**src/rtl/m31_poseidon2_sponge_ctrl_if.sv**
```systemverilog
// Stream-side bundle of the M31 Poseidon2 sponge controller: element input,
// digest output and busy status.
interface m31_poseidon2_sponge_ctrl_if #(
    parameter int unsigned DIGEST_LEN = 8
);
    logic                      in_valid;
    logic                      in_ready;
    logic [30:0]               in_data;
    logic                      in_last;
    logic                      out_valid;
    logic                      out_ready;
    logic [DIGEST_LEN*31-1:0]  out_data;
    logic                      busy;

    modport master (
        output in_valid, in_data, in_last, out_ready,
        input  in_ready, out_valid, out_data, busy
    );

    modport slave (
        input  in_valid, in_data, in_last, out_ready,
        output in_ready, out_valid, out_data, busy
    );
endinterface

```
**src/rtl/m31_poseidon2_sponge_ctrl.sv**
```systemverilog
// Sponge controller for the M31 Poseidon2 permutation: absorbs elements into the
// rate lanes, times the fixed-latency permutation, and presents the digest.
module m31_poseidon2_sponge_ctrl #(
    parameter int unsigned WIDTH        = 16,
    parameter int unsigned RATE         = 8,
    parameter int unsigned DIGEST_LEN   = 8,
    parameter int unsigned PERM_LATENCY = 23
) (
    input  logic                         clk,
    input  logic                         rst_n,
    m31_poseidon2_sponge_ctrl_if.slave   stream,
    output logic [WIDTH*31-1:0]          perm_state_o,
    input  logic [WIDTH*31-1:0]          perm_state_i
);

    localparam logic [30:0] P     = 31'h7FFF_FFFF;
    localparam int unsigned IDX_W = (RATE > 1) ? $clog2(RATE) : 1;
    localparam int unsigned CNT_W = $clog2(PERM_LATENCY + 1);

    typedef enum logic [1:0] {
        ST_ABSORB,
        ST_WAIT,
        ST_SQUEEZE
    } fsm_e;

    fsm_e                      fsm_q,   fsm_d;
    logic [WIDTH-1:0][30:0]    state_q, state_d;
    logic [IDX_W-1:0]          idx_q,   idx_d;
    logic [CNT_W-1:0]          cnt_q,   cnt_d;
    logic                      final_q, final_d;

    logic [30:0]               elem;

    // Operands are canonical, so a single end-around carry folds the sum back below 2p.
    function automatic logic [30:0] madd(input logic [30:0] a, input logic [30:0] b);
        logic [31:0] s;
        logic [30:0] f;
        s = {1'b0, a} + {1'b0, b};
        f = s[30:0] + {30'd0, s[31]};
        return (f == P) ? '0 : f;
    endfunction

    assign elem = (stream.in_data == P) ? '0 : stream.in_data;

    always_comb begin
        fsm_d   = fsm_q;
        state_d = state_q;
        idx_d   = idx_q;
        cnt_d   = cnt_q;
        final_d = final_q;

        case (fsm_q)
            ST_ABSORB: begin
                if (stream.in_valid) begin
                    for (int unsigned i = 0; i < RATE; i++) begin
                        if (idx_q == IDX_W'(i)) begin
                            state_d[i] = madd(state_q[i], elem);
                        end
                    end
                    if ((idx_q == IDX_W'(RATE - 1)) || stream.in_last) begin
                        fsm_d   = ST_WAIT;
                        idx_d   = '0;
                        cnt_d   = '0;
                        final_d = stream.in_last;
                        if (stream.in_last) begin
                            state_d[RATE] = madd(state_q[RATE], 31'd1);
                        end
                    end else begin
                        idx_d = idx_q + IDX_W'(1);
                    end
                end
            end

            ST_WAIT: begin
                cnt_d = cnt_q + CNT_W'(1);
                if (cnt_q == CNT_W'(PERM_LATENCY)) begin
                    state_d = perm_state_i;
                    cnt_d   = '0;
                    fsm_d   = final_q ? ST_SQUEEZE : ST_ABSORB;
                end
            end

            ST_SQUEEZE: begin
                if (stream.out_ready) begin
                    state_d = '0;
                    final_d = 1'b0;
                    fsm_d   = ST_ABSORB;
                end
            end

            default: begin
                fsm_d = ST_ABSORB;
            end
        endcase
    end

    always_ff @(posedge clk) begin
        if (!rst_n) begin
            fsm_q   <= ST_ABSORB;
            state_q <= '0;
            idx_q   <= '0;
            cnt_q   <= '0;
            final_q <= 1'b0;
        end else begin
            fsm_q   <= fsm_d;
            state_q <= state_d;
            idx_q   <= idx_d;
            cnt_q   <= cnt_d;
            final_q <= final_d;
        end
    end

    // Handshake outputs depend only on FSM state; rst_n gating keeps them low during reset.
    assign stream.in_ready  = rst_n && (fsm_q == ST_ABSORB);
    assign stream.out_valid = rst_n && (fsm_q == ST_SQUEEZE);
    assign stream.busy      = rst_n && ((fsm_q == ST_WAIT) || (fsm_q == ST_SQUEEZE));
    assign stream.out_data  = state_q[DIGEST_LEN-1:0];
    assign perm_state_o     = state_q;

endmodule

```
**src/flat_wrapper.sv**
```systemverilog
// flat-port wrapper written by rule: the top's interface ports become plain ports
module m31_poseidon2_sponge_ctrl_flat 
#(
    parameter int unsigned WIDTH        = 16,
    parameter int unsigned RATE         = 8,
    parameter int unsigned DIGEST_LEN   = 8,
    parameter int unsigned PERM_LATENCY = 23
)
  (clk, rst_n, perm_state_o, perm_state_i, stream_in_valid, stream_in_data, stream_in_last, stream_out_ready, stream_in_ready, stream_out_valid, stream_out_data, stream_busy);
  m31_poseidon2_sponge_ctrl_if #(.DIGEST_LEN(DIGEST_LEN)) stream_i ();
  input  logic clk;
  input  logic rst_n;
  output logic [WIDTH*31-1:0] perm_state_o;
  input  logic [WIDTH*31-1:0] perm_state_i;
  input wire logic [$bits(stream_i.in_valid)-1:0] stream_in_valid;
  input wire logic [$bits(stream_i.in_data)-1:0] stream_in_data;
  input wire logic [$bits(stream_i.in_last)-1:0] stream_in_last;
  input wire logic [$bits(stream_i.out_ready)-1:0] stream_out_ready;
  output wire logic [$bits(stream_i.in_ready)-1:0] stream_in_ready;
  output wire logic [$bits(stream_i.out_valid)-1:0] stream_out_valid;
  output wire logic [$bits(stream_i.out_data)-1:0] stream_out_data;
  output wire logic [$bits(stream_i.busy)-1:0] stream_busy;
  assign stream_i.in_valid = stream_in_valid;
  assign stream_i.in_data = stream_in_data;
  assign stream_i.in_last = stream_in_last;
  assign stream_i.out_ready = stream_out_ready;
  assign stream_in_ready = stream_i.in_ready;
  assign stream_out_valid = stream_i.out_valid;
  assign stream_out_data = stream_i.out_data;
  assign stream_busy = stream_i.busy;
  m31_poseidon2_sponge_ctrl #(.WIDTH(WIDTH), .RATE(RATE), .DIGEST_LEN(DIGEST_LEN), .PERM_LATENCY(PERM_LATENCY)) u_core (.clk(clk), .rst_n(rst_n), .stream(stream_i), .perm_state_o(perm_state_o), .perm_state_i(perm_state_i));
endmodule
```
**config.mk**
```make
export PLATFORM = sky130hd
export DESIGN_NAME = m31_poseidon2_sponge_ctrl_flat
export DESIGN_NICKNAME = d
export VERILOG_FILES = /design/src/rtl/m31_poseidon2_sponge_ctrl_if.sv /design/src/rtl/m31_poseidon2_sponge_ctrl.sv /design/src/flat_wrapper.sv
export SDC_FILE = /design/constraint.sdc
export NUM_CORES = 2
export LEC_CHECK = 0
export CORE_AREA = 5 5 492 494
export DETAILED_ROUTE_END_ITERATION = 12
export DIE_AREA = 0 0 497 499
export PLACE_DENSITY = 0.39
export SETUP_SLACK_MARGIN = 0.4
export SLEW_MARGIN = 20
export SYNTH_ARGS = -nofsm -noshare
export SYNTH_HDL_FRONTEND = slang
export SYNTH_SLANG_ARGS = --single-unit
export TNS_END_PERCENT = 100
```
**constraint.sdc**
```tcl
create_clock -name clk -period 20.8 [get_ports clk]
set_input_delay 3.12 -clock clk [delete_from_list [all_inputs] [get_ports clk]]
set_output_delay 3.12 -clock clk [all_outputs]
set_load 0.01 [all_outputs]
```
Word level (Yosys, flattened, before mapping)
Cells that the tools add are included.
Cells by class
  muxes and demuxes: 40
  reductions and logical operators: 25
  equality and inequality tests: 33
  $add $sub $neg: 20
Operator list (number)
  496-bit two-way mux: 2
  279-bit case mux with 3 select lines: 1
  31-bit two-way mux: 20
  217-bit case mux with 2 select lines: 1
  31-bit equality test (second input constant): 10
  31-bit by 1-bit adder with 31-bit output: 9
  279-bit two-way mux: 1
  31-bit by 31-bit adder with 32-bit output: 8
  5-bit AND reduction: 8
  31-bit by 1-bit adder with 32-bit output (second input constant): 1
  2-bit by 1-bit != test with 1-bit output (second input constant): 10
  5-bit two-way mux: 3
  3-bit equality test (second input constant): 4
  2-bit two-way mux: 5
  5-bit case mux with 2 select lines: 1
  4-bit AND reduction: 2
  3-bit by 2-bit equality test with 1-bit output (second input constant): 2
  2-bit != test (second input constant): 3
  2-bit case mux with 3 select lines: 1
  3-bit AND reduction: 2
  6-bit AND reduction: 1
  2-bit nonzero test: 3
  5-bit by 1-bit adder with 5-bit output (second input constant): 1
  5-bit equality test (second input constant): 1
  13 further kinds: 18
Storage, ports and cells
  bits of input ports: 532
  output and inout bits: 747
  word-level logic and storage cells: 138
  bits in registers: 507

Logic depth before layout (Yosys ltp)
  depth after elaboration: 9
  gate-level depth with buffers: 38
  mapped depth without buffers: 30

Least setup slack after synthesis
Ideal clock, no wire load.
  kind: input port to flip-flop
  start point: input port stream_in_data[1]
  end point: register u_core.state_q (netlist bit u_core.perm_state_o[88])
  path slack: 10.096 ns
  cell stages on the path: 35
  required time: 20.677 ns
  arrival: 10.581 ns
  library setup time: 0.123 ns
  cells stage by stage: buf_4 > nand4_2 > nor4_2 > buf_2 > nand2_1 > clkbuf_1 > clkbuf_1 > and2_1 > ha_1 > clkbuf_1 > and4_1 > o21ai_0 > or3_1 > buf_2 > a21o_1 > o41ai_1 > a21o_1 > a21oi_1 > nor2_1 > o21ai_0 > nand2b_1 > ha_1 > ha_1 > nand2_1 > or4_1 > nor3_1 > or4b_1 > or4_1 > a211oi_1 > nand4_1 > or4_1 > clkbuf_1 > buf_2 > a221oi_1 > nor2_1
Between the ends
  word-level cells in the longest chain between the ends: 9
RTL lines
  from (decl): line flat_wrapper.sv:16  | input wire logic [$bits(stream_i.in_data)-1:0] stream_in_data;
  31-bit equality test: line m31_poseidon2_sponge_ctrl.sv:43  | assign elem = (stream.in_data == P) ? '0 : stream.in_data;
  31-bit two-way mux *: line m31_poseidon2_sponge_ctrl.sv:43
  31-bit by 31-bit adder with 32-bit output *: line m31_poseidon2_sponge_ctrl.sv:38  | s = {1'b0, a} + {1'b0, b};
  31-bit by 1-bit adder with 31-bit output *: line m31_poseidon2_sponge_ctrl.sv:39  | f = s[30:0] + {30'd0, s[31]};
  31-bit equality test: line m31_poseidon2_sponge_ctrl.sv:40  | return (f == P) ? '0 : f;
  31-bit two-way mux *: line m31_poseidon2_sponge_ctrl.sv:40
  31-bit two-way mux *: line m31_poseidon2_sponge_ctrl.sv:56  | if (idx_q == IDX_W'(i)) begin
  279-bit two-way mux *: line m31_poseidon2_sponge_ctrl.sv:54  | if (stream.in_valid) begin
  279-bit case mux with 3 select lines *: line m31_poseidon2_sponge_ctrl.sv:52  | case (fsm_q)
  to (signal assigned): line m31_poseidon2_sponge_ctrl.sv:106  | state_q <= state_d;
  to (decl): line m31_poseidon2_sponge_ctrl.sv:27  | logic [WIDTH-1:0][30:0] state_q, state_d;
Mark *: on every way between the ends. The rest lies on a longest branch, timed or not. The select of a mux whose other input is x is not followed.
A chain may end at the register's enable or synchronous reset.

Final worst setup path
  start point: input port stream_in_data[21]
  end point: register u_core.state_q (netlist bit u_core.perm_state_o[64])
The elaborated chain is that of the path after synthesis.

==> results by group <==
Status
  – Status: finished, final reports clean

Global routing
  – Largest net degree at the start of global routing: 163
  – Gr usage total: 0.2461
  – Number of global-route vias before repair: 54470
  – Global-route wire length before repair: 442300 um
  – Initial antenna violation count: 94
  – Total gr overflow: 0

Synth
  – Top FF cell, synth: dfxtp_1
  – Top cells by count, synth: a21oi_1, nand2_1, dfxtp_1, nor2_1, nand3_1
  – Post-synth EDFFs: 0
  – Mapped Nets: 7546
  – Synth area leaders: dfxtp_1, a21oi_1, ha_1
  – Synth cell types: 111
  – Synth top area share: 0.2091
  – Synthesized instance count: 6753
  – Flops & latches, synth: 507
  – Sequential cell area fraction in the yosys report: 0.2091
  – Top-count cell post-synth: a21oi_1
  – Post-synthesis cell area: 48540 um^2
  – Top cell type by total area after synthesis: dfxtp_1
  – Yosys warns: 0
  – Post-synth ARST share: 0
  – Synthesized area per cell: 7.188 um^2

Route
  – Initial DRT Pass Iterations: 6
  – Initial DRC count: 4651
  – Via-per-instance ratio: 5.287
  – Highest metal used: met5
  – Vias after detailed routing: 56984
  – DRC: 0
  – ANT nets after route: 0
  – Met3 wire len: 22820 um
  – M1 WL: 125100 um
  – Routed met2 length: 157400 um
  – WL/cell: 30.07 um
  – Total routed wirelength: 324100 um

Pwr
  – Total Power: 0.006063 W
  – Combinational share of power: 0.535
  – Switch Pwr: 0.002863 W
  – Leakage: 23.71 nW
  – Flop pwr share: 0.232
  – Switch share: 0.4723
  – Cell Pwr Density: 92.66 nW/um^2
  – Internal: 0.003199 W
  – Clk pwr share: 0.233
  – Max IR drop VDD: 0.06157 mV

Die
  – Die X: 497 um
  – FP Rows: 179
  – Die ar.: 248000 um^2
  – Core area: 237000 um^2
  – Ports: 1279
  – Die height: 499 um
  – Initial Utilization: 0.2049

Placed design
  – RePlAce Congestion: 0.9040
  – HPWL after DPL: 257100 um
  – IO Port Bufs: 1278

Critical path
  – CP startpoint kind: input pin
  – Worst Setup End Kind: flip-flop
  – WP data arrival: 13.30 ns
  – Worst path bufs/invs: 3
  – Critical path's largest stage delay: 1.08 ns
  – Flop2flop setup slack: 12.58 ns
  – CP Depth: 30
  – Kind of critical path: input pin to flip-flop
  – Worst reg2reg path endpoint: u_core.perm_state_o[64]
  – WP data required: 21.33 ns
  – Critical Path Fanout Max: 40
  – Worst R2R Path Depth: 25
  – Crit path max-delay family: simple AND/OR/NAND/NOR gates
  – Critical-path top delay cell: or4_2
  – Worst r2r src: u_core.perm_state_o[62]
  – Most used cell, CP: ha_1

Timing
  – Final setup fails: 0
  – Post-Route Setup TNS: 0 ns
  – Final hold vios: 0
  – RSZ-0062 raised after global routing: no
  – Final Cycle Share: 0.6137
  – Worst slew margin: 0.2711
  – Final count of pins violating max slew: 0
  – Fmax: 0.07834 GHz
  – Layout Skew: 0.06333 ns
  – Final min period: 12.76 ns
  – Worst Tran Pin Value: 1.093 ns

Min path
  – Hold path start: u_core.final_q
  – Worst hold path class: flip-flop to flip-flop
  – Worst Hold End: u_core.fsm_q[1]
  – Worst Hold Depth: 2

Final layout
  – Area of the multi-input gates: 34490 um^2
  – Share of cells above drive strength 1: 0.05120
  – Register area: 10150 um^2
  – Synth-to-layout area growth: 34.79%
  – Layout Nets: 8312
  – Filler cells: 26088

Flow run
  – Maxcap violations: 0

Clock tree
  – Hold Buf Count CTS: 0
  – CTS tree: done
  – CTS sink cnt: 507
  – Post-CTS resize count: 0
  – Clock slew at reported path FFs: 0.07 ns
  – Num CTS Buffers: 78
  – CTS Buffer Depth: 3
  – Clock latency at the later pin of the worst-skew pair: 0.78 ns
  – Clk root buf: clkbuf_16
  – H-tree depth: 3
  – Postcts setup bufs: 0
[per-layer routing]
layer / global-route usage / vias to the layer above
met4: 0.1193 / 94
met2: 0.4291 / 2204
li1: - / 26414
met3: 0.06561 / 520
met1: 0.2781 / 27752
met5: 0 / -
[layout by cell type, fill, tap and decap left out, drive strengths merged, types with 26 or more instances in the layout]
| master | n |
|---|---|
| clkdlybuf4s50 | 1274 |
| a21oi | 727 |
| nand2 | 690 |
| dfxtp | 507 |
| nor2 | 454 |
| nand3 | 415 |
| o21ai | 414 |
| xnor2 | 325 |
| ha | 261 |
| nor3 | 187 |
| a21o | 186 |
| xor2 | 139 |
| inv | 115 |
| buf | 113 |
| clkbuf | 107 |
| a221oi | 103 |
| and3 | 102 |
| nand4 | 101 |
| and2 | 87 |
| a31oi | 80 |
| a211oi | 76 |
| nor4 | 75 |
| o211ai | 74 |
| or3 | 70 |
| o21bai | 53 |
| o21a | 49 |
| a22oi | 46 |
| o31ai | 45 |
| nand2b | 43 |
| o22ai | 39 |
| diode | 34 |
| nor2b | 34 |
| a32oi | 33 |
| or4 | 33 |
| and4 | 27 |
| o2111ai | 26 |
[power by group through the flow]
stage / Clock (W) / Sequential [W] / Combinational (W)
2_1_floorplan: 0 / 0.00131 / 0.00191
3_3_place_gp: 0 / 0.00143 / 0.00324
3_5_place_dp: 0 / 0.00143 / 0.00322
4_1_cts: 0.00146 / 0.00141 / 0.00324
5_1_grt: 0.00149 / 0.00142 / 0.00349
6_report: 0.00141 / 0.00141 / 0.00324
[logic make-up after synthesis]
logic type      after synthesis  synth area share
xor+xnor                    466           0.08465
flops                       507            0.2091
buf+inv                     819           0.08410
fa+ha+maj                   263           0.06769
compound gates             2216            0.2971
mux                          30          0.006418
simple gates               2452            0.2510
[stage by stage]
stage                       util  area, um^2  setup WS (ns)  hold slack [ns]  cells
after floorplan                -       48540          10.10           0.4442   6753
after global placement    0.2644       62660          7.386           0.4388  10605
after detailed placement  0.2645       62660          7.355           0.4430  10605
after CTS                 0.2756       65310          8.109           0.4343  10744
after global routing      0.2759       65380          7.319           0.4635  10759
final                     0.2761       65430          8.035           0.4366  10779
[worst max-delay path by stage]
stage / from / end / slack [ns]
after floorplan: stream_in_data[1] / u_core.perm_state_o[88] / 10.10
after global placement: stream_in_data[21] / u_core.perm_state_o[80] / 7.39
after detailed placement: stream_in_data[21] / u_core.perm_state_o[76] / 7.36
after CTS: stream_in_data[21] / u_core.perm_state_o[76] / 8.11
after global routing: stream_in_data[21] / u_core.perm_state_o[70] / 7.32
final: stream_in_data[21] / u_core.perm_state_o[64] / 8.04
[worst register-to-register path: cells and delay by family (launching register included)]
| family | cells | cell delay (ns) |
|---|---|---|
| AOI/OAI and AO/OA | 12 | 3.40 |
| and+or+nand+nor | 9 | 3.24 |
| adders and majority gates | 4 | 0.90 |
| DFF | 1 | 0.55 |
[state kept, by name, indices dropped and copies added, names as in the netlist]
name,flops
u_core.fsm_q,2
u_core.cnt_q,5
u_core.perm_state_o,496
u_core.final_q,1
u_core.idx_q,3
[final cells by class]
| cell class | count | area share |
|---|---|---|
| Clock buffer | 107 | 0.03333 |
| Antenna cell | 34 | 0.001300 |
| Clock inverter | 32 | 0.007190 |
| Multi-Input combinational cell | 5427 | 0.5271 |
| Inverter | 118 | 0.006999 |
| Sequential cell | 507 | 0.1551 |
| Timing Repair Buffer | 1387 | 0.2084 |
| Tap cell | 3167 | 0.06056 |
Note: power is estimated with default switching activity, not from simulation.
